File: config.mk
export PLATFORM = sky130hd
export DESIGN_NAME = s_axi_reg_bank_flat
export DESIGN_NICKNAME = d
export VERILOG_FILES = /design/src/rtl/s_axi_reg_pkg.sv /design/src/rtl/s_axi_reg_bank_if.sv /design/src/rtl/s_axi_strb_merge.sv /design/src/rtl/s_axi_reg_bank.sv /design/src/flat_wrapper.sv
export SDC_FILE = /design/constraint.sdc
export NUM_CORES = 1
export LEC_CHECK = 0
export CORE_UTILIZATION = 55
export DETAILED_ROUTE_END_ITERATION = 7
export PLACE_DENSITY = 0.8
export SYNTH_ARGS = -nofsm -noshare
export SYNTH_HDL_FRONTEND = slang
export SYNTH_SLANG_ARGS = --single-unit
File: constraint.sdc
create_clock -name clk -period 5.3 [get_ports clk]
set_input_delay 0.795 -clock clk [delete_from_list [all_inputs] [get_ports clk]]
set_output_delay 0.795 -clock clk [all_outputs]
set_load 0.02 [all_outputs]
File: src/rtl/s_axi_reg_pkg.sv
// s_axi_reg_pkg: response codes and FSM state types shared by the register bank slice
package s_axi_reg_pkg;

    typedef enum logic [1:0] {
        RESP_OKAY   = 2'b00,
        RESP_SLVERR = 2'b10
    } resp_t;

    typedef enum logic {
        WR_COLLECT = 1'b0,
        WR_RESP    = 1'b1
    } wr_state_t;

    typedef enum logic {
        RD_IDLE = 1'b0,
        RD_DATA = 1'b1
    } rd_state_t;

endpackage

File: src/rtl/s_axi_reg_bank_if.sv
// s_axi_reg_bank_if: AXI4-Lite-style AW/W/B/AR/R bundle with master and slave views
interface s_axi_reg_bank_if #(
    parameter int DATA_W = 32,
    parameter int ADDR_W = 32,
    parameter int ID_W   = 4
);
    localparam int STRB_W = DATA_W / 8;

    logic [ID_W-1:0]   awid_i;
    logic [ADDR_W-1:0] awaddr_i;
    logic              awvalid_i;
    logic              awready_o;
    logic [DATA_W-1:0] wdata_i;
    logic [STRB_W-1:0] wstrb_i;
    logic              wvalid_i;
    logic              wready_o;
    logic [ID_W-1:0]   bid_o;
    logic [1:0]        bresp_o;
    logic              bvalid_o;
    logic              bready_i;
    logic [ID_W-1:0]   arid_i;
    logic [ADDR_W-1:0] araddr_i;
    logic              arvalid_i;
    logic              arready_o;
    logic [ID_W-1:0]   rid_o;
    logic [DATA_W-1:0] rdata_o;
    logic [1:0]        rresp_o;
    logic              rvalid_o;
    logic              rready_i;

    modport slave (
        input  awid_i, awaddr_i, awvalid_i, wdata_i, wstrb_i, wvalid_i, bready_i,
        input  arid_i, araddr_i, arvalid_i, rready_i,
        output awready_o, wready_o, bid_o, bresp_o, bvalid_o,
        output arready_o, rid_o, rdata_o, rresp_o, rvalid_o
    );

    modport master (
        output awid_i, awaddr_i, awvalid_i, wdata_i, wstrb_i, wvalid_i, bready_i,
        output arid_i, araddr_i, arvalid_i, rready_i,
        input  awready_o, wready_o, bid_o, bresp_o, bvalid_o,
        input  arready_o, rid_o, rdata_o, rresp_o, rvalid_o
    );

endinterface

File: src/rtl/s_axi_strb_merge.sv
// s_axi_strb_merge: per-byte select of new data over the old word where the strobe is set
module s_axi_strb_merge #(
    parameter int DATA_W = 32
) (
    input  logic [DATA_W-1:0]   old_word,
    input  logic [DATA_W-1:0]   new_word,
    input  logic [DATA_W/8-1:0] strb,
    output logic [DATA_W-1:0]   merged
);
    for (genvar b = 0; b < DATA_W / 8; b++) begin : g_byte
        assign merged[8*b +: 8] = strb[b] ? new_word[8*b +: 8] : old_word[8*b +: 8];
    end
endmodule

File: src/rtl/s_axi_reg_bank.sv
// s_axi_reg_bank: word-indexed AXI4-Lite-style register file with independent AW/W capture,
// byte strobes and SLVERR on out-of-range indices. Define S_AXI_REG_BANK_WCNT_EN to add a
// read-only write-commit counter at index NUM_REGS.
module s_axi_reg_bank
    import s_axi_reg_pkg::*;
#(
    parameter int              DATA_W    = 32,
    parameter int              ADDR_W    = 32,
    parameter int              ID_W      = 4,
    parameter int              NUM_REGS  = 4,
    parameter logic [DATA_W-1:0] RESET_VAL = '0
) (
    input logic              clk,
    input logic              areset,
    s_axi_reg_bank_if.slave  bus
);
    localparam int STRB_W = DATA_W / 8;
    localparam int IDX_W  = NUM_REGS > 1 ? $clog2(NUM_REGS) : 1;
    localparam logic [ADDR_W-1:0] LIMIT = ADDR_W'(NUM_REGS);

    logic [DATA_W-1:0] regs [NUM_REGS];

    wr_state_t         wr_state;
    logic              aw_held, w_held, awready, wready, bvalid;
    logic [ID_W-1:0]   awid_q, bid;
    logic [ADDR_W-1:0] aw_idx;
    logic [DATA_W-1:0] wdata_q, merged;
    logic [STRB_W-1:0] wstrb_q;
    resp_t             bresp;

    rd_state_t         rd_state;
    logic              arready, rvalid;
    logic [ID_W-1:0]   rid;
    logic [DATA_W-1:0] rdata, cnt_val;
    resp_t             rresp;

    logic commit, wr_hit, rd_hit, rd_cnt;

    // Full-width compares so large indices never alias onto a real register
    assign commit = wr_state == WR_COLLECT && aw_held && w_held;
    assign wr_hit = aw_idx < LIMIT;
    assign rd_hit = bus.araddr_i < LIMIT;

    s_axi_strb_merge #(.DATA_W(DATA_W)) u_merge (
        .old_word (regs[aw_idx[IDX_W-1:0]]),
        .new_word (wdata_q),
        .strb     (wstrb_q),
        .merged   (merged)
    );

`ifdef S_AXI_REG_BANK_WCNT_EN
    logic [DATA_W-1:0] wcnt;

    // Count successful register commits; wraps naturally at 2^DATA_W
    always_ff @(posedge clk or negedge areset) begin
        if (!areset) wcnt <= '0;
        else if (commit && wr_hit) wcnt <= wcnt + DATA_W'(1);
    end

    assign rd_cnt  = bus.araddr_i == LIMIT;
    assign cnt_val = wcnt;
`else
    assign rd_cnt  = 1'b0;
    assign cnt_val = '0;
`endif

    // Register array: strobe-merged update of the addressed word on an in-range commit
    always_ff @(posedge clk or negedge areset) begin
        if (!areset) begin
            for (int i = 0; i < NUM_REGS; i++) regs[i] <= RESET_VAL;
        end else begin
            for (int i = 0; i < NUM_REGS; i++)
                if (commit && wr_hit && aw_idx == ADDR_W'(i)) regs[i] <= merged;
        end
    end

    // Write FSM: collect AW and W in any order, commit once both are held, hold B until accepted
    always_ff @(posedge clk or negedge areset) begin
        if (!areset) begin
            wr_state <= WR_COLLECT;
            aw_held  <= 1'b0;
            w_held   <= 1'b0;
            awready  <= 1'b0;
            wready   <= 1'b0;
            bvalid   <= 1'b0;
            bid      <= '0;
            bresp    <= RESP_OKAY;
            awid_q   <= '0;
            aw_idx   <= '0;
            wdata_q  <= '0;
            wstrb_q  <= '0;
        end else if (wr_state == WR_RESP) begin
            if (bus.bready_i) begin
                wr_state <= WR_COLLECT;
                bvalid   <= 1'b0;
                aw_held  <= 1'b0;
                w_held   <= 1'b0;
                awready  <= 1'b1;
                wready   <= 1'b1;
            end
        end else if (commit) begin
            wr_state <= WR_RESP;
            bvalid   <= 1'b1;
            bid      <= awid_q;
            bresp    <= wr_hit ? RESP_OKAY : RESP_SLVERR;
        end else begin
            if (bus.awvalid_i && awready) begin
                aw_held <= 1'b1;
                awready <= 1'b0;
                awid_q  <= bus.awid_i;
                aw_idx  <= bus.awaddr_i;
            end else begin
                awready <= ~aw_held;
            end
            if (bus.wvalid_i && wready) begin
                w_held  <= 1'b1;
                wready  <= 1'b0;
                wdata_q <= bus.wdata_i;
                wstrb_q <= bus.wstrb_i;
            end else begin
                wready <= ~w_held;
            end
        end
    end

    // Read FSM: sample the addressed word on AR, present it next cycle, hold until accepted
    always_ff @(posedge clk or negedge areset) begin
        if (!areset) begin
            rd_state <= RD_IDLE;
            arready  <= 1'b0;
            rvalid   <= 1'b0;
            rid      <= '0;
            rdata    <= '0;
            rresp    <= RESP_OKAY;
        end else if (rd_state == RD_DATA) begin
            if (bus.rready_i) begin
                rd_state <= RD_IDLE;
                rvalid   <= 1'b0;
                arready  <= 1'b1;
            end
        end else if (bus.arvalid_i && arready) begin
            rd_state <= RD_DATA;
            arready  <= 1'b0;
            rvalid   <= 1'b1;
            rid      <= bus.arid_i;
            rdata    <= rd_hit ? regs[bus.araddr_i[IDX_W-1:0]] : rd_cnt ? cnt_val : '0;
            rresp    <= rd_hit || rd_cnt ? RESP_OKAY : RESP_SLVERR;
        end else begin
            arready <= 1'b1;
        end
    end

    assign bus.awready_o = awready;
    assign bus.wready_o  = wready;
    assign bus.bvalid_o  = bvalid;
    assign bus.bid_o     = bid;
    assign bus.bresp_o   = bresp;
    assign bus.arready_o = arready;
    assign bus.rvalid_o  = rvalid;
    assign bus.rid_o     = rid;
    assign bus.rdata_o   = rdata;
    assign bus.rresp_o   = rresp;

endmodule

File: src/flat_wrapper.sv
// flat-port wrapper written by rule: the top's interface ports become plain ports
module s_axi_reg_bank_flat import s_axi_reg_pkg::*;
#(
    parameter int              DATA_W    = 32,
    parameter int              ADDR_W    = 32,
    parameter int              ID_W      = 4,
    parameter int              NUM_REGS  = 4,
    parameter logic [DATA_W-1:0] RESET_VAL = '0
)
  (clk, areset, bus_awid_i, bus_awaddr_i, bus_awvalid_i, bus_wdata_i, bus_wstrb_i, bus_wvalid_i, bus_bready_i, bus_arid_i, bus_araddr_i, bus_arvalid_i, bus_rready_i, bus_awready_o, bus_wready_o, bus_bid_o, bus_bresp_o, bus_bvalid_o, bus_arready_o, bus_rid_o, bus_rdata_o, bus_rresp_o, bus_rvalid_o);
  s_axi_reg_bank_if #(.DATA_W(DATA_W), .ADDR_W(ADDR_W), .ID_W(ID_W)) bus_i ();
  input logic clk;
  input logic areset;
  input wire logic [$bits(bus_i.awid_i)-1:0] bus_awid_i;
  input wire logic [$bits(bus_i.awaddr_i)-1:0] bus_awaddr_i;
  input wire logic [$bits(bus_i.awvalid_i)-1:0] bus_awvalid_i;
  input wire logic [$bits(bus_i.wdata_i)-1:0] bus_wdata_i;
  input wire logic [$bits(bus_i.wstrb_i)-1:0] bus_wstrb_i;
  input wire logic [$bits(bus_i.wvalid_i)-1:0] bus_wvalid_i;
  input wire logic [$bits(bus_i.bready_i)-1:0] bus_bready_i;
  input wire logic [$bits(bus_i.arid_i)-1:0] bus_arid_i;
  input wire logic [$bits(bus_i.araddr_i)-1:0] bus_araddr_i;
  input wire logic [$bits(bus_i.arvalid_i)-1:0] bus_arvalid_i;
  input wire logic [$bits(bus_i.rready_i)-1:0] bus_rready_i;
  output wire logic [$bits(bus_i.awready_o)-1:0] bus_awready_o;
  output wire logic [$bits(bus_i.wready_o)-1:0] bus_wready_o;
  output wire logic [$bits(bus_i.bid_o)-1:0] bus_bid_o;
  output wire logic [$bits(bus_i.bresp_o)-1:0] bus_bresp_o;
  output wire logic [$bits(bus_i.bvalid_o)-1:0] bus_bvalid_o;
  output wire logic [$bits(bus_i.arready_o)-1:0] bus_arready_o;
  output wire logic [$bits(bus_i.rid_o)-1:0] bus_rid_o;
  output wire logic [$bits(bus_i.rdata_o)-1:0] bus_rdata_o;
  output wire logic [$bits(bus_i.rresp_o)-1:0] bus_rresp_o;
  output wire logic [$bits(bus_i.rvalid_o)-1:0] bus_rvalid_o;
  assign bus_i.awid_i = bus_awid_i;
  assign bus_i.awaddr_i = bus_awaddr_i;
  assign bus_i.awvalid_i = bus_awvalid_i;
  assign bus_i.wdata_i = bus_wdata_i;
  assign bus_i.wstrb_i = bus_wstrb_i;
  assign bus_i.wvalid_i = bus_wvalid_i;
  assign bus_i.bready_i = bus_bready_i;
  assign bus_i.arid_i = bus_arid_i;
  assign bus_i.araddr_i = bus_araddr_i;
  assign bus_i.arvalid_i = bus_arvalid_i;
  assign bus_i.rready_i = bus_rready_i;
  assign bus_awready_o = bus_i.awready_o;
  assign bus_wready_o = bus_i.wready_o;
  assign bus_bid_o = bus_i.bid_o;
  assign bus_bresp_o = bus_i.bresp_o;
  assign bus_bvalid_o = bus_i.bvalid_o;
  assign bus_arready_o = bus_i.arready_o;
  assign bus_rid_o = bus_i.rid_o;
  assign bus_rdata_o = bus_i.rdata_o;
  assign bus_rresp_o = bus_i.rresp_o;
  assign bus_rvalid_o = bus_i.rvalid_o;
  s_axi_reg_bank #(.DATA_W(DATA_W), .ADDR_W(ADDR_W), .ID_W(ID_W), .NUM_REGS(NUM_REGS), .RESET_VAL(RESET_VAL)) u_core (.clk(clk), .areset(areset), .bus(bus_i));
endmodule
# Word level (Yosys, flattened, before mapping)
# Cells that the tools add are included.
totals:
  elab_cells: 104
  reg_bits: 253
  inputBits: 115
op_classes:
  mux: 41
  eq_ne: 6
  n_bitwise: 7
  n_reduce_logical: 24
  magnitude_cmp: 4
ops:
  columns: ["op", "n"]
  rows:
  - ["two-way mux 32 bit", 5]
  - ["binary-select mux 32 bit (select 2 bit)", 2]
  - ["equality test 32 x 2 -> 1 bit (second input constant)", 2]
  - ["less-than comparator 32 x 3 -> 1 bit (second input constant)", 2]
  - ["equality test 32 x 1 -> 1 bit (second input constant)", 1]
  - ["zero test 32 bit", 1]
  - ["two-way mux 8 bit", 4]
  - ["two-way mux 1 bit", 28]
  - ["AND reduction 3 bit", 4]
  - ["logical AND 1 bit", 10]
  - ["AND reduction 2 bit", 5]
  - ["nonzero test 2 bit", 4]
  - ["greater-or-equal comparator 3 bit (second input constant)", 2]
  - ["NOT 2 -> 3 bit", 2]
  - ["NOT 1 bit", 5]
  - ["two-way mux 2 bit", 2]
  - ["inequality test 2 bit (second input constant)", 2]
  - ["inequality test 2 x 1 -> 1 bit (second input constant)", 1]

# Longest topological paths before layout
# Gate-level depths: netlist of run 1.
depth:
  ltp_word: 5
  ltp_mapped: 7
  ltp_nobuf: 4

# By module
# Synthesis of run 1 repeated with hierarchy kept, for this count alone.
hier_totals:
  hier_cells: 773
  area_unflattened_um2: 12286.8
modules_own_cells:
  columns: ["mod", "area_each_um2", "n_inst", "cells_per_inst"]
  rows:
  - ["s_axi_reg_bank", 11761.3, 1, 737]
  - ["s_axi_strb_merge", 525.5, 1, 36]

# Worst setup path after synthesis of run 1
# Ideal clock, no wire load.
synth_path:
  kind: "input port to flip-flop"
  startpoint: "input bus_araddr_i[0]"
  endpoint: "register u_core.rdata[22] (netlist: u_core.bus.rdata_o[22])"
  path_slack_ns: 3.227
  required_time_ns: 5.167
  path_buffers: 2
  stages: 5
  arrival_ns: 1.940
  setup_time_ns: 0.133
  path_cell_list: "clkbuf_1 > buf_2 > mux4_2 > inv_1 > o21ai_0"
synth_via:
  elab_chain_len: 5
  word_cells_on_any_way: 6
synth_lines:
  columns: ["element", "line_no", "rtl"]
  rows:
  - ["start, declared", "flat_wrapper.sv:22", "input wire logic [$bits(bus_i.araddr_i)-1:0] bus_araddr_i;"]
  - ["parallel branches: the longest is 4 deep, another holds less-than comparator 32 x 3 -> 1 bit", null, null]
  - ["two-way mux 32 bit *", "s_axi_reg_bank.sv:146", "rdata <= rd_hit ? regs[bus.araddr_i[IDX_W-1:0]] : rd_cnt ? cnt_val : '0;"]
  - ["end signal, assigned", "s_axi_reg_bank.sv:146", null]
  - ["end, declared", "s_axi_reg_bank.sv:34", "logic [DATA_W-1:0] rdata, cnt_val;"]
# Mark *: on every way between the ends. The select of a mux whose other input is x is not followed.
# A chain may end at the register's enable or synchronous reset.

# Worst setup path after layout of run 1
layout_path:
  startpoint: "register u_core.aw_idx[1]"
  endpoint: "register u_core.regs[19] (netlist name)"
layout_via:
  elab_chain_len: 5
  word_cells_on_any_way: 9
layout_lines:
  columns: ["element", "line_no", "rtl"]
  rows:
  - ["start, declared", "s_axi_reg_bank.sv:26", "logic [ADDR_W-1:0] aw_idx;"]
  - ["start signal, assigned", "s_axi_reg_bank.sv:111", "aw_idx <= bus.awaddr_i;"]
  - ["parallel branches: the longest is 5 deep, another holds less-than comparator 32 x 3 -> 1 bit", null, null]
  - ["end signal, assigned by index", "s_axi_reg_bank.sv:73", "if (commit && wr_hit && aw_idx == ADDR_W'(i)) regs[i] <= merged;"]
  - ["end, declared", "s_axi_reg_bank.sv:21", "logic [DATA_W-1:0] regs [NUM_REGS];"]
# Parallel ways; which one is timed is not known. The select of a mux whose other input is x is not followed.

==> run metrics, run 1 <==
outcome completed; initial core utilization 0.569; post-detailed-placement half-perimeter wirelength 15,600 um; Longest Clk Path Bufs 3; number of global-route vias before repair 7,888; post-detailed-route DRC marker count 0; clock sink count 251; crit start category flop; cell at the root of the clock tree sky130_fd_sc_hd__clkbuf_16; ports placed on the boundary 164; total gr overflow 0; sort of element at the end of the critical path flop; total routing resource utilization after global routing 0.244; number of warnings reported in the yosys synthesis log 0; Final min period 2.99 ns; count of different cell masters after synthesis 32; per-cell routed wire length 20.3 um; gpl congestion 0.731; Area after DPL 13,400 um2; Cell Area, Synth 11,700 um2; Placeable Area 20,500 um2; H-tree Lvls 1; critical path data required time 5.71 ns; Buffers on Ports 161; leakage power total 6.33 nW; nets@finish 1,040; depth of the most critical reg-to-reg path 4; RSZ-0062 raised after global routing no; number of instances resized during post-cts repair 0; worst hold-check path type input pin to asynchronous set/reset pin; maximum clock rate 334 MHz; combined area of the multi-input logic cells 4980 um2; part of the Yosys area used for sequential elements 0.539; initial DRC count 292; synthesized area divided by synthesized cell count 15.1 um2; antenna violations before repair 0; worst-case headroom to the max-slew limit 0.258; maximum resistive drop on vdd 0.000398 V; final std cell area, no fill 14,400 um2; first-pass GRT wire length 41,800 um; Via Count 7,009; Routed Wire Length 24,700 um; number of buffers created by CTS 26; startpoint-to-endpoint class of the critical path flop to flop; count of final hold-check violations 0; largest net degree at the start of global routing 130; latest clock arrival within the worst-skew pair 0.53 ns; area delta synth->final 23.2%; biggest fanout along the worst timing path 37; share of final-layout standard cells stronger than drive strength 1 0.383; area of the die 21,800 um2; number of maximum-capacitance constraint violations 0; P per Cell Area 421 nW/um2; fraction of the cycle the final worst path needs 0.564; number of nets with antenna violations after detailed routing 0; die width 148 um; CTS clock-pin slew for the worst setup and hold paths 0.06 ns; total negative slack 0 ns; number of hold buffers added after cts 0; TritonCTS clock tree yes; Via-to-Cell Ratio 5.77; register bit count reported by yosys 251; pre-CTS setup slack 2.34 ns; final setup fails 0; y dimension of the die 148 um; antenna cell count 0; post-synthesis cell count 773; num rows 52; minimum setup slack in the final design 2.31 ns; number of pins exceeding their max-slew limit in the final report 0; detailed-routing iteration count for the pre-antenna-repair pass 4; footprint of the flip-flops and latches 6280 um2; largest clock skew in the final design 0.0129 ns; total setup buffers inserted after CTS 0; Least-Margin Pin Slew 1.11 ns; fillers 1,398; final core utilization 0.701; Worst Hold Margin 0.385 ns; critical path data arrival time 3.40 ns
layer usage:
layer / part of all wire / vias up / GRT usage
li1: - / 3129 / -
met2: 0.50 / 199 / 0.421
met5: 0 / - / 0
met1: 0.42 / 3639 / 0.320
met3: 0.064 / 42 / 0.0491
met4: 0.018 / 0 / 0.0567
flip-flops by register name, indices dropped and copies added, names as in the netlist:
name	flops
u_core.bus.rvalid_o	1
u_core.bus.bresp_o	1
u_core.aw_held	1
u_core.bus.bid_o	4
u_core.wstrb_q	4
u_core.bus.rresp_o	1
u_core.bus.bvalid_o	1
u_core.bus.arready_o	1
u_core.bus.awready_o	1
u_core.wr_state	1
u_core.bus.wready_o	1
u_core.bus.rdata_o	32
u_core.aw_idx	32
u_core.w_held	1
u_core.wdata_q	32
u_core.bus.rid_o	4
u_core.regs	128
u_core.awid_q	4
u_core.rd_state	1
cells in the mapped netlist (all sizes together):
cell | count | share of area
clkbuf | 17 | 0.0055
dfrtp | 251 | 0.54
inv | 34 | 0.011
o21ai | 33 | 0.014
conb | 1 | 0.00032
nand3 | 6 | 0.0036
a31oi | 1 | 0.00054
nand4b | 2 | 0.0015
nor4 | 14 | 0.015
a21oi | 6 | 0.0026
or3 | 1 | 0.00054
a21o | 1 | 0.00064
mux2 | 236 | 0.23
nor3 | 4 | 0.0050
and3b | 2 | 0.0015
nand4 | 3 | 0.0029
o21a | 2 | 0.0013
buf | 32 | 0.019
a311oi | 2 | 0.0015
nand2 | 53 | 0.017
nor2 | 8 | 0.0026
mux4 | 64 | 0.12
area by class of cell:
class,count,share of cell area
Timing Repair Buffer,172,0.118
Tap cell,270,0.0235
Sequential cell,251,0.437
Clock buffer,34,0.0503
Inverter,34,0.00888
Clock inverter,14,0.0155
Multi-Input combinational cell,440,0.347
logic make-up (layout without fill, tap and decap cells):
family                 after synthesis  after routing  share of synthesized area
multiplexers                       300            300                      0.355
other                                1              2                   0.000322
AND/OR/NAND/NOR                     93             93                     0.0498
buffers and inverters               83            254                     0.0355
flip-flops                         251            251                      0.539
AO/OA/AOI/OAI                       45             45                     0.0207
critical path, cell delays in order, from the launching register on:
cell and delay [ns]:
sky130_fd_sc_hd__dfrtp_2 1.03, sky130_fd_sc_hd__nand4_1 0.29, sky130_fd_sc_hd__nor3_4 0.69, sky130_fd_sc_hd__buf_4 0.47, sky130_fd_sc_hd__mux2_2 0.38
path summary, 6_finish.rpt:
path	endpoint	startpoint	slack, ns
min in group clk	u_core.bus.rdata_o[26]$_DFFE_PN0P_	u_core.bus.rdata_o[26]$_DFFE_PN0P_	0.48
setup reg to reg	u_core.regs[19]$_DFFE_PN0P_	u_core.aw_idx[1]$_DFFE_PN0P_	2.31
max in group asynchronous	u_core.regs[11]$_DFFE_PN0P_	areset	3.77
setup / recovery	u_core.regs[19]$_DFFE_PN0P_	u_core.aw_idx[1]$_DFFE_PN0P_	2.31
hold / removal	u_core.bus.rdata_o[28]$_DFFE_PN0P_	areset	0.38
hold reg to reg	u_core.bus.rdata_o[26]$_DFFE_PN0P_	u_core.bus.rdata_o[26]$_DFFE_PN0P_	0.48
where the power goes:
group	switching, mW	internal [mW]	total, mW
sequential	0.406	2.27	2.67
combinational	0.606	0.785	1.39
clock	0.734	1.25	1.98
total	1.75	4.30	6.05
placed cells by master (no fill, tap or decap), drive strengths merged, types with 2 or more instances in the layout:
cell type,instances
nand3,6
nor4,14
nor2,8
a311oi,2
clkdlybuf4s50,158
buf,14
nor3,4
o21ai,33
nand4,3
a21oi,6
conb,2
bufinv,6
clkinv,7
dfrtp,251
mux4,64
o21a,2
and3b,2
mux2,236
nand4b,2
inv,34
clkbuf,34
nand2,53
metrics by stage:
stage,power (mW),cells
finish,6.05,1215
global route,6.33,1215
CTS,6.12,1215
detailed placement,4.10,1167
global placement,4.05,1167
floorplan,3.60,774
Note: power is estimated with default switching activity, not from simulation.
==> run 2: changes to the inputs <==
Settings changed: CORE_UTILIZATION 55 to 50, PLACE_DENSITY 0.8 to 0.77.
Clock period 5.3 ns to 2.4 ns, I/O delays scaled along.
==> run 2 against run 1 <==
  * Sequential share of layout area is 1.0 points lower
  * Fmax is 44% higher
  * Critical path depth is 1 higher
  * Highest routed layer unchanged
  * Non-clock buffer count is 15 higher
  * Count of clock-buffer cells in the layout is 3 higher
  * Design area is 2.4% higher
  * Final cell count is 4.9% higher
  * Sequential power is 120% higher
  * Setup slack worse by 2.0 ns
  * Combinational power is 140% higher
  * Routed wire length is 1.3% higher
  * Via count is 0.44% higher
==> run metrics, run 2 (synthesis results as in run 1) <==
outcome completed (unchanged); flip-flop count of the largest register, all copies and words added 128 (unchanged); endpoint with the worst hold slack u_core.bus.rid_o[0]$_DFFE_PN0P_; ports placed on the boundary 164 (unchanged); Routed Wire Length 25,000 um (was 24,700 um); sort of element at the end of the critical path flop (unchanged); latest clock arrival within the worst-skew pair 0.55 ns (was 0.53 ns); crit start category flop (unchanged); number of maximum-capacitance constraint violations 0 (unchanged); total setup buffers inserted after CTS 0 (unchanged); startpoint-to-endpoint class of the critical path flop to flop (unchanged); RSZ-0062 raised after global routing no (unchanged); TritonCTS clock tree yes (unchanged); nets@finish 1,056 (was 1,040); pre-CTS setup slack 0.238 ns (was 2.34 ns); first-pass GRT wire length 41,600 um (was 41,800 um); Placeable Area 22,800 um2 (was 20,500 um2); clock sink count 251 (unchanged); initial core utilization 0.512 (was 0.569); maximum resistive drop on vdd 0.000614 V (was 0.000398 V); number of global-route vias before repair 7,727 (was 7,888); Non-Filler Instances 1,275 (was 1,215); largest net degree at the start of global routing 68 (was 130); gpl congestion 0.718 (was 0.731); final setup fails 0 (unchanged); per-cell routed wire length 19.6 um (was 20.3 um); cell at the root of the clock tree sky130_fd_sc_hd__clkbuf_16 (unchanged); final core utilization 0.646 (was 0.701); y dimension of the die 155 um (was 148 um); critical path data required time 2.82 ns (was 5.71 ns); number of hold buffers added after cts 1 (was 0); Longest Clk Path Bufs 3 (unchanged); Via-to-Cell Ratio 5.52 (was 5.77); Critical R2R Capture u_core.regs[11]$_DFFE_PN0P_ (was u_core.regs[19]$_DFFE_PN0P_); antenna violations before repair 0 (unchanged); largest clock skew in the final design 0.0196 ns (was 0.0129 ns); number of buffers created by CTS 27 (was 26); number of instances resized during post-cts repair 0 (unchanged); Buffers on Ports 161 (unchanged); Worst Hold Margin 0.348 ns (was 0.385 ns); share of final-layout standard cells stronger than drive strength 1 0.397 (was 0.383); post-detailed-placement half-perimeter wirelength 16,200 um (was 15,600 um); minimum setup slack in the final design 0.326 ns (was 2.31 ns); reg2reg setup slack 0.33 ns (was 2.31 ns); area of the die 23,900 um2 (was 21,800 um2); Hold Path Stages 3; maximum clock rate 482 MHz (was 334 MHz); HP Start bus_arid_i[0]; number of placed instances with taps included 1,224 (was 1,167); most common cell after layout, fill and taps aside sky130_fd_sc_hd__dfrtp_1 (unchanged); total gr overflow 0 (unchanged); initial DRC count 313 (was 292); startpoint of the lowest-slack register-to-register path u_core.aw_idx[28]$_DFFE_PN0P_ (was u_core.aw_idx[1]$_DFFE_PN0P_); total routing resource utilization after global routing 0.222 (was 0.244); highest-count cells in the layout ignoring fill and taps sky130_fd_sc_hd__dfrtp_1, sky130_fd_sc_hd__mux2_2, sky130_fd_sc_hd__clkdlybuf4s50_1, sky130_fd_sc_hd__mux4_2, sky130_fd_sc_hd__nand2_1 (unchanged); CTS clock-pin slew for the worst setup and hold paths 0.06 ns (about the same); Largest Register u_core.regs (unchanged); die width 155 um (was 148 um); post-detailed-route DRC marker count 0 (unchanged); depth of the most critical reg-to-reg path 5 (was 4); P per Cell Area 915 nW/um2 (was 421 nW/um2); worst hold-check path type input pin to flop (was input pin to asynchronous set/reset pin); Via Count 7,040 (was 7,009); final std cell area, no fill 14,700 um2 (was 14,400 um2); fraction of the cycle the final worst path needs 0.864 (was 0.564); biggest fanout along the worst timing path 13 (was 37); num rows 55 (was 52); critical path data arrival time 2.49 ns (was 3.40 ns); number of pins exceeding their max-slew limit in the final report 0 (unchanged); detailed-routing iteration count for the pre-antenna-repair pass 4 (unchanged); antenna cell count 0 (unchanged); leakage power total 6.47 nW (was 6.33 nW); area delta synth->final 26.2% (was 23.2%); Power, Total 13.5 mW (was 6.05 mW); Least-Margin Pin Slew 0.548 ns (was 1.11 ns); worst-case headroom to the max-slew limit 0.635 (was 0.258); H-tree Lvls 1 (unchanged); count of final hold-check violations 0 (unchanged); number of nets with antenna violations after detailed routing 0 (unchanged); Final min period 2.07 ns (was 2.99 ns); Area after DPL 13,800 um2 (was 13,400 um2); total negative slack 0 ns (unchanged)
## run 2: final cells by class
class | count | area [um2]
Clock buffer | 37 | 793
Clock inverter | 13 | 149
Fill cell | 1649 | 8070
Inverter | 34 | 128
Multi-Input combinational cell | 440 | 4990
Sequential cell | 251 | 6280
Tap cell | 313 | 392
Timing Repair Buffer | 187 | 1980
## run 2: metal layers
layer / GRT usage / share of wire / wire [um] / vias up
met1: 0.289 / 0.42 / 10500 / 3660
met2: 0.389 / 0.52 / 12900 / 172
li1: - / - / - / 3170
met3: 0.0319 / 0.042 / 1040 / 38
met5: 0 / 0 / 0 / -
met4: 0.0632 / 0.024 / 595 / 0
## run 2: how the worst max path moves through the flow
| stage | from | end | depth (start not counted) | slack, ns |
|---|---|---|---|---|
| after floorplan | u_core.aw_idx[1]$_DFFE_PN0P_ | u_core.regs[10]$_DFFE_PN0P_ | 5 | 0.45 |
| after global placement | bus_araddr_i[30] | u_core.bus.rdata_o[2]$_DFFE_PN0P_ | 6 | 0.34 |
| after detailed placement | bus_araddr_i[31] | u_core.bus.rdata_o[23]$_DFFE_PN0P_ | 6 | 0.24 |
| after CTS | u_core.aw_idx[28]$_DFFE_PN0P_ | u_core.regs[11]$_DFFE_PN0P_ | 5 | 0.28 |
| after global routing | u_core.aw_idx[28]$_DFFE_PN0P_ | u_core.regs[11]$_DFFE_PN0P_ | 5 | 0.22 |
| final | u_core.aw_idx[28]$_DFFE_PN0P_ | u_core.regs[11]$_DFFE_PN0P_ | 5 | 0.33 |
## run 2: power by group
group | internal, mW | total, mW | switching (mW)
clock | 2.63 | 4.31 | 1.68
combinational | 1.89 | 3.38 | 1.49
sequential | 5.01 | 5.77 | 0.761
total | 9.53 | 13.5 | 3.94
## run 2: worst max-delay path, cell delays in order (launching register included)
cell and delay (ns):
sky130_fd_sc_hd__dfrtp_1 0.40, sky130_fd_sc_hd__nor4_4 0.37, sky130_fd_sc_hd__nand4_4 0.24, sky130_fd_sc_hd__nor3_4 0.29, sky130_fd_sc_hd__buf_4 0.28, sky130_fd_sc_hd__mux2_2 0.36
==> run 3: changes to the inputs <==
Settings changed: ABC_AREA set to 1, PLACE_DENSITY 0.77 to 0.76.
==> run 3 against run 2 <==
  * Synthesized cell count is 140% higher
  * Sequential power is 5.5% lower
  * Non-clock buffer count is 11 higher
==> run metrics, run 3 <==
outcome completed (unchanged); Cell Area, Synth 12,700 um2 (was 11,700 um2); Post-synth EDFFs 0 (unchanged); num rows 58 (was 55); post-synthesis cell count 1,838 (was 773); top-count cell post-synth sky130_fd_sc_hd__nand2_1 (was sky130_fd_sc_hd__dfrtp_1); synthesized area divided by synthesized cell count 6.93 um2 (was 15.1 um2); leakage power total 8.27 nW (was 6.47 nW); slowest library cell on the worst path sky130_fd_sc_hd__clkdlybuf4s50_1 (was sky130_fd_sc_hd__dfrtp_1); number of nets with antenna violations after detailed routing 0 (unchanged); Synth Area in XOR/XNOR 0 (unchanged); Non-Filler Instances 2,297 (was 1,275); critical path data required time 2.04 ns (was 2.82 ns); delay-heaviest family, CP buffers and inverters (was simple AND/OR/NAND/NOR gates); number of warnings reported in the yosys synthesis log 0 (unchanged); initial core utilization 0.507 (was 0.512); Commonest cells post-synth sky130_fd_sc_hd__nand2_1, sky130_fd_sc_hd__nand3_1, sky130_fd_sc_hd__dfrtp_1, sky130_fd_sc_hd__nor2_1, sky130_fd_sc_hd__clkbuf_1 (was sky130_fd_sc_hd__dfrtp_1, sky130_fd_sc_hd__mux2_2, sky130_fd_sc_hd__mux4_2, sky130_fd_sc_hd__nand2_1, sky130_fd_sc_hd__inv_1); cell-by-cell listing of the critical path clkdlybuf4s50_1 (was nor4_4 > nand4_4 > nor3_4 > buf_4 > mux2_2); pre-CTS setup slack 0.523 ns (was 0.238 ns); worst-case headroom to the max-slew limit 0.472 (was 0.635); maximum resistive drop on vdd 0.000757 V (was 0.000614 V); P per Cell Area 900 nW/um2 (was 915 nW/um2); top flip-flop cell by instance count after synthesis sky130_fd_sc_hd__dfrtp_1 (unchanged); number of maximum-capacitance constraint violations 0 (unchanged); die width 162 um (was 155 um); number of pins exceeding their max-slew limit in the final report 0 (unchanged); delay of the slowest cell on the worst path 0.63 ns (was 0.40 ns); Longest Clk Path Bufs 3 (unchanged); area of the die 26,100 um2 (was 23,900 um2); simple-gate share of the synthesized area 0.452 (was 0.0498); gpl congestion 0.799 (was 0.718); top-area cell type share of the netlist area 0.493 (was 0.539); y dimension of the die 162 um (was 155 um); RSZ-0062 raised after global routing no (unchanged); startpoint-to-endpoint class of the critical path flop to output pin (was flop to flop); antenna cell count 0 (unchanged); count of final hold-check violations 0 (unchanged); dominant combinational cell family by area after synthesis simple AND/OR/NAND/NOR gates (was multiplexers); count of different cell masters after synthesis 22 (was 32); ports placed on the boundary 164 (unchanged); register bit count reported by yosys 251 (unchanged); post-detailed-route DRC marker count 0 (unchanged); cell at the root of the clock tree sky130_fd_sc_hd__clkbuf_16 (unchanged); Largest Register u_core.regs (unchanged); first-pass GRT wire length 58,400 um (was 41,600 um); crit start category flop (unchanged); post-detailed-placement half-perimeter wirelength 21,600 um (was 16,200 um); highest-count cells in the layout ignoring fill and taps sky130_fd_sc_hd__nand2_1, sky130_fd_sc_hd__nand3_1, sky130_fd_sc_hd__dfrtp_1, sky130_fd_sc_hd__clkdlybuf4s50_1, sky130_fd_sc_hd__nor2_1 (was sky130_fd_sc_hd__dfrtp_1, sky130_fd_sc_hd__mux2_2, sky130_fd_sc_hd__clkdlybuf4s50_1, sky130_fd_sc_hd__mux4_2, sky130_fd_sc_hd__nand2_1); largest clock skew in the final design 0.0122 ns (was 0.0196 ns); biggest fanout along the worst timing path 3 (was 13); H-tree Lvls 1 (unchanged); total negative slack 0 ns (unchanged); critical path data arrival time 1.55 ns (was 2.49 ns); Placeable Area 25,100 um2 (was 22,800 um2); maximum clock rate 524 MHz (was 482 MHz); nets@finish 2,064 (was 1,056); number of global-route vias before repair 11,600 (was 7,727); detailed-routing iteration count for the pre-antenna-repair pass 6 (was 4); total buffers and inverters traversed by the critical path 1 (unchanged); Synth area leaders sky130_fd_sc_hd__dfrtp_1, sky130_fd_sc_hd__nand2_1, sky130_fd_sc_hd__nand3_1 (was sky130_fd_sc_hd__dfrtp_1, sky130_fd_sc_hd__mux2_2, sky130_fd_sc_hd__mux4_2); multiplexer area fraction after synthesis 0 (was 0.355); final setup fails 0 (unchanged); latest clock arrival within the worst-skew pair 0.54 ns (was 0.55 ns); number of placed instances with taps included 2,249 (was 1,224); CTS clock-pin slew for the worst setup and hold paths 0.06 ns (about the same); Final min period 1.91 ns (was 2.07 ns); Via Count 12,200 (was 7,040); Compound-Gate Fraction of Synth Area 0.00550 (was 0.0207); async set-or-reset flop fraction in the synthesized netlist 1.00 (unchanged); clock sink count 251 (unchanged); sort of element at the end of the critical path output pin (was flop); largest net degree at the start of global routing 129 (was 68); number of buffers created by CTS 27 (unchanged); Least-Margin Pin Slew 0.792 ns (was 0.548 ns); total routing resource utilization after global routing 0.278 (was 0.222); fraction of the cycle the final worst path needs 0.796 (was 0.864); Buffers on Ports 161 (unchanged); minimum setup slack in the final design 0.490 ns (was 0.326 ns); worst hold-check path type input pin to flop (unchanged); adder and majority cell fraction of the synthesized area 0 (unchanged); share of final-layout standard cells stronger than drive strength 1 0.0508 (was 0.397); TritonCTS clock tree yes (unchanged); most common cell after layout, fill and taps aside sky130_fd_sc_hd__nand2_1 (was sky130_fd_sc_hd__dfrtp_1); Worst Hold Margin 0.363 ns (was 0.348 ns); flip-flop count of the largest register, all copies and words added 128 (unchanged); cell type contributing the most total cell area after synthesis sky130_fd_sc_hd__dfrtp_1 (unchanged); per-cell routed wire length 15.6 um (was 19.6 um); Routed Wire Length 35,700 um (was 25,000 um); total gr overflow 0 (unchanged); part of the Yosys area used for sequential elements 0.493 (was 0.539); antenna violations before repair 0 (unchanged); area delta synth->final 21.5% (was 26.2%); initial DRC count 1,181 (was 313); Via-to-Cell Ratio 5.33 (was 5.52)
-- run 3: repair_timing --
item | in CTS | in global routing
resized for setup | 0 | 0
hold buffers | 1 | 0
setup buffers | 0 | 0
hold endpoints to repair | 79 | 0
-- run 3: cell families after synthesis --
| family | count (synthesis) |
|---|---|
| AND/OR/NAND/NOR | 1436 |
| flip-flops | 251 |
| buffers and inverters | 137 |
| AO/OA/AOI/OAI | 13 |
| other | 1 |
-- run 3: power by group --
part | switching (mW) | internal [mW]
sequential | 0.496 | 4.95
combinational | 3.16 | 1.23
clock | 1.69 | 2.39
total | 5.35 | 8.58
-- run 3: per-layer routing --
metal,track usage,part of all wire,vias to the layer above
met5,0,0,-
met4,0.0853,0.022,0
li1,-,-,5938
met3,0.0421,0.097,73
met1,0.389,0.42,5644
met2,0.447,0.46,577
-- run 3: area by class of cell --
cell class / instances / area [um2]
multi-input cells: 1451 / 5860
clock inverters: 10 / 75.1
fillers: 2321 / 9630
inverters: 20 / 77.6
flip-flops and latches: 251 / 6280
clock buffers: 37 / 793
repair buffers: 198 / 1980
well taps: 330 / 413
-- run 3: worst paths after layout --
path,from,endpoint,slack [ns],cells past startpoint
min in group asynchronous,areset,u_core.bus.rdata_o[1]$_DFFE_PN0P_,0.44,2
max in group asynchronous,areset,u_core.regs[13]$_DFFE_PN0P_,1.17,3
setup reg to reg,u_core.wr_state$_DFF_PN0_,u_core.wdata_q[8]$_DFFE_PN0P_,0.50,6
hold / removal,bus_arid_i[2],u_core.bus.rid_o[2]$_DFFE_PN0P_,0.36,3
hold reg to reg,u_core.rd_state$_DFF_PN0_,u_core.bus.rvalid_o$_DFFE_PN0P_,0.44,1
setup / recovery,u_core.bus.wready_o$_DFFE_PN0P_,bus_wready_o,0.49,1
-- run 3: through the flow --
stage / area (um2) / util / power [mW]
after detailed placement: 14600 / 0.581 / 9.83
final: 15500 / 0.616 / 13.9
after global placement: 14600 / 0.581 / 9.72
after global routing: 15500 / 0.616 / 14.6
after CTS: 15500 / 0.616 / 14.0
after floorplan: 12700 / - / 8.14
==> patch 1, RTL diff (settings of run 1) <==
`NUM_REGS` is set to 4 in 2 places; all go to 2.
--- a/src/rtl/s_axi_reg_bank.sv
+++ b/src/rtl/s_axi_reg_bank.sv
@@ -9,3 +9,3 @@
     parameter int              ID_W      = 4,
-    parameter int              NUM_REGS  = 4,
+    parameter int              NUM_REGS  = 2,
     parameter logic [DATA_W-1:0] RESET_VAL = '0
--- a/src/flat_wrapper.sv
+++ b/src/flat_wrapper.sv
@@ -6,3 +6,3 @@
     parameter int              ID_W      = 4,
-    parameter int              NUM_REGS  = 4,
+    parameter int              NUM_REGS  = 2,
     parameter logic [DATA_W-1:0] RESET_VAL = '0
Function: changed (a bounded check fails within 4 cycles, from zero or initial values and one cycle with areset low).
==> patch 1 against run 1 <==
Maximum frequency shrank 7.7%. Cell area decreased by 27%. Sequential cell count decreased by 64. Total power down 24%. Clock skew decreased by 0.0015 ns. Routed wire length shrank 26%. Area after synthesis shrank 30%. Setup slack got worse by 0.25 ns. Sequential share of layout area grew 0.91 points. Critical path depth stayed put. Largest cell class unchanged.
==> patch 1: results (changes against run 1) <==
\begin{tabular}{lr}
\hline
Metric & Value \\
\hline
\multicolumn{2}{l}{\textbf{Outcome}} \\
\quad Run status & complete, no violations (unchanged) \\
\multicolumn{2}{l}{\textbf{Clock network}} \\
\quad Post-cts gate resize count & 0 (unchanged) \\
\quad H-tree depth reported by CTS & 4 (was 1) \\
\quad Clock Path Buffers & 2 (was 3) \\
\quad Clock Latency Late Sink & 0.43 ns (was 0.53 ns) \\
\multicolumn{2}{l}{\textbf{Global route}} \\
\quad Maximum number of pins on one net before global-route repair & 104 (was 130) \\
\quad Vias in the first global route & 5832 (was 7888) \\
\quad Number of antenna violations at the first check in global routing & 0 (unchanged) \\
\quad First-pass GRT wire length & 28900 um (was 41800 um) \\
\quad Total routing usage reported by global routing & 0.252 (was 0.244) \\
\multicolumn{2}{l}{\textbf{Worst setup path}} \\
\quad Worst-path cell with the longest stage delay & dfrtp\_2 (unchanged) \\
\quad R2r setup slk & 2.06 ns (was 2.31 ns) \\
\quad Slowest Stage Delay on Critical Path & 1.10 ns (was 1.03 ns) \\
\quad Termination of the worst setup path & u\_core.regs[0]\$\_DFFE\_PN0P\_ (was u\_core.regs[19]\$\_DFFE\_PN0P\_) \\
\quad CP Max Fanout & 35 (was 37) \\
\multicolumn{2}{l}{\textbf{Timing}} \\
\quad Final critical path time including I/O delays and setup & 3.24 ns (was 2.99 ns) \\
\quad Setup Skew & 0.0115 ns (was 0.0129 ns) \\
\quad Rel. slew slack & 0.264 (was 0.258) \\
\multicolumn{2}{l}{\textbf{Placement}} \\
\quad Placed instance area & 0.00988 mm\^{}2 (was 0.0134 mm\^{}2) \\
\quad Setup Slack @ Placement & 1.92 ns (was 2.34 ns) \\
\quad Final HPWL from detailed placement & 12100 um (was 15600 um) \\
\multicolumn{2}{l}{\textbf{Final layout}} \\
\quad FILL cells & 965 (was 1398) \\
\quad Number of flip-flops under the largest register name & 64 (was 128) \\
\quad Net count reported at finish & 893 (was 1040) \\
\quad Share of cells above drive strength 1 & 0.228 (was 0.383) \\
\multicolumn{2}{l}{\textbf{Routing}} \\
\quad Detailed router's first-iteration violation count & 245 (was 292) \\
\quad Final wirelength & 18300 um (was 24700 um) \\
\quad Total number of vias & 5460 (was 7009) \\
\multicolumn{2}{l}{\textbf{Logic synthesis}} \\
\quad Post-synthesis sequential area ratio & 0.573 (was 0.539) \\
\quad Dominant cells by area after synthesis & dfrtp\_1 57\%, mux2\_2 15\%, mux2i\_1 7.8\%, mux2\_4 5.5\%, nand2\_1 4.0\% (was dfrtp\_1 54\%, mux2\_2 21\%, mux4\_2 12\%, nand2\_1 1.7\%, o21ai\_0 1.4\%) \\
\quad Synth top cells by count & 187 x dfrtp\_1, 107 x mux2\_2, 87 x nand2\_1 (was 251 x dfrtp\_1, 214 x mux2\_2, 64 x mux4\_2) \\
\quad Number of library cell types mapped by synthesis & 29 (was 32) \\
\multicolumn{2}{l}{\textbf{Pwr}} \\
\quad Leakage Power & 4.68 nW (was 6.33 nW) \\
\hline
\end{tabular}
[patch 1: cell families (layout without fill, tap and decap cells)]
| group | count (synthesis) | after routing | synth area share |
|---|---|---|---|
| compound gates | 77 | 77 | 0.0487 |
| mux | 204 | 204 | 0.285 |
| simple gates | 118 | 118 | 0.0673 |
| flops | 187 | 187 | 0.573 |
| other cells | 1 | 2 | 0.000459 |
| buf+inv | 38 | 202 | 0.0253 |
[patch 1: report_power, final]
group	total (W)	leakage, nW	switching (W)	internal, W
Sequential	0.00213	2.41	0.000347	0.00178
Combinational	0.00115	1.97	0.000505	0.000640
Clock	0.00131	0.294	0.000521	0.000791
[patch 1: worst min-delay path by stage]
| stage | end | slack [ns] | cells after the start |
|---|---|---|---|
| 6_report | u_core.wdata_q[16]$_DFFE_PN0P_ | 0.43 | 1 |
| 3_5_place_dp | u_core.bus.arready_o$_DFFE_PN0P_ | 0.46 | 1 |
| 3_3_place_gp | u_core.bus.arready_o$_DFFE_PN0P_ | 0.45 | 1 |
| 2_1_floorplan | u_core.bus.arready_o$_DFFE_PN0P_ | 0.44 | 1 |
| 5_1_grt | u_core.bus.arready_o$_DFFE_PN0P_ | 0.49 | 1 |
| 4_1_cts | u_core.bus.arready_o$_DFFE_PN0P_ | 0.47 | 1 |
[patch 1: per-layer routing]
| metal | vias up | GRT usage | wire length (um) |
|---|---|---|---|
| met5 | - | 0 | 0 |
| met3 | 20 | 0.0696 | 814 |
| li1 | 2516 | - | - |
| met4 | 0 | 0.0768 | 297 |
| met2 | 126 | 0.437 | 9480 |
| met1 | 2798 | 0.304 | 7700 |
[patch 1: final cells by class]
class,count,area [um^2],share of cell area
Sequential cell,187,4680,0.447
Multi-Input combinational cell,401,3290,0.314
Timing Repair Buffer,167,1660,0.158
Clock buffer,25,495,0.0473
Tap cell,184,230,0.0220
Clock inverter,6,111,0.0106
Inverter,4,15.0,0.00143
[patch 1: critical path: cells and delay by family, from the launching register on]
| kind | cells | cell delay, ns |
|---|---|---|
| muxes | 1 | 0.38 |
| buffers and inverters | 2 | 0.69 |
| and+or+nand+nor | 1 | 0.94 |
| DFF | 1 | 1.10 |
[patch 1: through the flow]
step	hold slack, ns	std cells
6_report	0.428	974
5_1_grt	0.486	974
4_1_cts	0.474	974
3_5_place_dp	0.463	943
3_3_place_gp	0.452	943
2_1_floorplan	0.441	626
==> patch 2, RTL diff (config.mk and constraints of run 1) <==
Made on the original files. The option `S_AXI_REG_BANK_WCNT_EN` is turned on by a define.
--- a/src/rtl/s_axi_reg_bank.sv
+++ b/src/rtl/s_axi_reg_bank.sv
@@ -3,2 +3,4 @@
 // read-only write-commit counter at index NUM_REGS.
+`define S_AXI_REG_BANK_WCNT_EN
+
 module s_axi_reg_bank
Check against the original RTL: not equivalent (a bounded check fails within 4 cycles, from zero or initial values and one cycle with areset low).
==> patch 2 against run 1 <==
Area after synthesis is 13% higher. Setup slack worse by 0.50 ns. Routed wire length rose by 16%. Clock power rose by 6%. Core utilization shrank 1.8 points. Sequential cell count is 32 higher. Cell area rose by 12%. Total power increased by 5.6%. Die area is 13% higher. Sequential share of layout area rose by 0.47 points. Largest cell class unchanged. Highest routed layer unchanged.
==> patch 2: results (changes against run 1) <==
\begin{tabular}{lr}
\hline
Metric & Value \\
\hline
\multicolumn{2}{l}{\textbf{Outcome}} \\
\quad Run status & complete, no violations (unchanged) \\
\multicolumn{2}{l}{\textbf{Logic synthesis}} \\
\quad Dominant cells by area after synthesis & dfrtp\_1 54\%, mux2\_2 19\%, mux4\_2 11\%, nand2\_1 2.1\%, a22oi\_1 1.8\% (was dfrtp\_1 54\%, mux2\_2 21\%, mux4\_2 12\%, nand2\_1 1.7\%, o21ai\_0 1.4\%) \\
\quad Multiplexer share of the synthesized area & 0.312 (was 0.355) \\
\quad Mean Syn Cell Area & 14.4 um\^{}2 (was 15.1 um\^{}2) \\
\quad XOR/XNOR Fraction of Synth Area & 0.0212 (was 0) \\
\quad Complex-gate fraction of the synthesized area & 0.0364 (was 0.0207) \\
\quad Adder-cell area share of the yosys netlist & 0.000952 (was 0) \\
\quad Number of library cell types mapped by synthesis & 44 (was 32) \\
\multicolumn{2}{l}{\textbf{Placement}} \\
\quad Placed instance area & 0.0150 mm\^{}2 (was 0.0134 mm\^{}2) \\
\quad Setup Slack @ Placement & 1.79 ns (was 2.34 ns) \\
\multicolumn{2}{l}{\textbf{Routing}} \\
\quad Total length of routed met3 wires & 1540 um (was 1580 um) \\
\quad Detailed router's first-iteration violation count & 401 (was 292) \\
\quad Total met2 wirelength after detailed routing & 14300 um (was 12400 um) \\
\quad Final wirelength & 28500 um (was 24700 um) \\
\quad Wire length the detailed router placed on met1 & 12300 um (was 10300 um) \\
\multicolumn{2}{l}{\textbf{Global route}} \\
\quad Global routing met3 resource utilization & 0.0357 (was 0.0491) \\
\quad Maximum number of pins on one net before global-route repair & 108 (was 130) \\
\quad Met2 layer usage reported by global route & 0.415 (was 0.421) \\
\quad Vias in the first global route & 8721 (was 7888) \\
\quad Met1 track utilization from global routing & 0.334 (was 0.320) \\
\quad Total routing usage reported by global routing & 0.243 (was 0.244) \\
\quad First-pass GRT wire length & 46100 um (was 41800 um) \\
\multicolumn{2}{l}{\textbf{Clock network}} \\
\quad Clock Latency Late Sink & 0.55 ns (was 0.53 ns) \\
\multicolumn{2}{l}{\textbf{Final layout}} \\
\quad Net count reported at finish & 1181 (was 1040) \\
\quad Share of cells above drive strength 1 & 0.349 (was 0.383) \\
\multicolumn{2}{l}{\textbf{Pwr}} \\
\quad Peak supply drop & 316 uV (was 398 uV) \\
\multicolumn{2}{l}{\textbf{Timing}} \\
\quad Setup Skew & 0.0171 ns (was 0.0129 ns) \\
\multicolumn{2}{l}{\textbf{Worst setup path}} \\
\quad Worst Path Arrival & 3.93 ns (was 3.40 ns) \\
\hline
\end{tabular}
-- patch 2: cell families after synthesis --
group | Yosys count
AOI/OAI and AO/OA | 77
xor gates and xnor gates | 31
adders and majority gates | 1
buffers and inverters | 67
DFF | 283
muxes | 300
other | 1
and+or+nand+nor | 151
-- patch 2: critical path: stages (launching register included) --
cell,delay (ns)
dfrtp_1,0.45
and3b_1,0.50
nand3_4,0.16
or3_1,0.63
nor3b_4,0.86
buf_4,0.40
mux2_2,0.37
-- patch 2: path summary, 6_finish.rpt --
| check | slack (ns) | depth (start not counted) | end | from |
|---|---|---|---|---|
| setup / recovery | 1.81 | 6 | u_core.regs[81]$_DFFE_PN0P_ | u_core.wr_state$_DFF_PN0_ |
| hold / removal | 0.29 | 1 | u_core.wstrb_q[3]$_DFFE_PN0P_ | areset |
| setup reg to reg | 1.81 | 6 | u_core.regs[81]$_DFFE_PN0P_ | u_core.wr_state$_DFF_PN0_ |
| hold reg to reg | 0.47 | 2 | u_core.bus.rid_o[3]$_DFFE_PN0P_ | u_core.bus.rid_o[3]$_DFFE_PN0P_ |
| max in group asynchronous | 3.81 | 2 | u_core.aw_idx[0]$_DFFE_PN0P_ | areset |
| min in group clk | 0.47 | 2 | u_core.bus.rid_o[3]$_DFFE_PN0P_ | u_core.bus.rid_o[3]$_DFFE_PN0P_ |
-- patch 2: area by class of cell --
cell class	instances	area (um^2)
fill	1636	7450
sequential	283	7080
multi-input combinational	562	5730
timing repair buffer	180	1750
clock buffer	50	956
tap	319	399
clock inverter	5	67.6
inverter	8	30.0
-- patch 2: where the power goes --
| group | internal, W | total, W | switching [W] |
|---|---|---|---|
| logic | 0.000783 | 0.00145 | 0.000662 |
| clock network | 0.00127 | 0.00210 | 0.000830 |
| registers | 0.00251 | 0.00284 | 0.000328 |
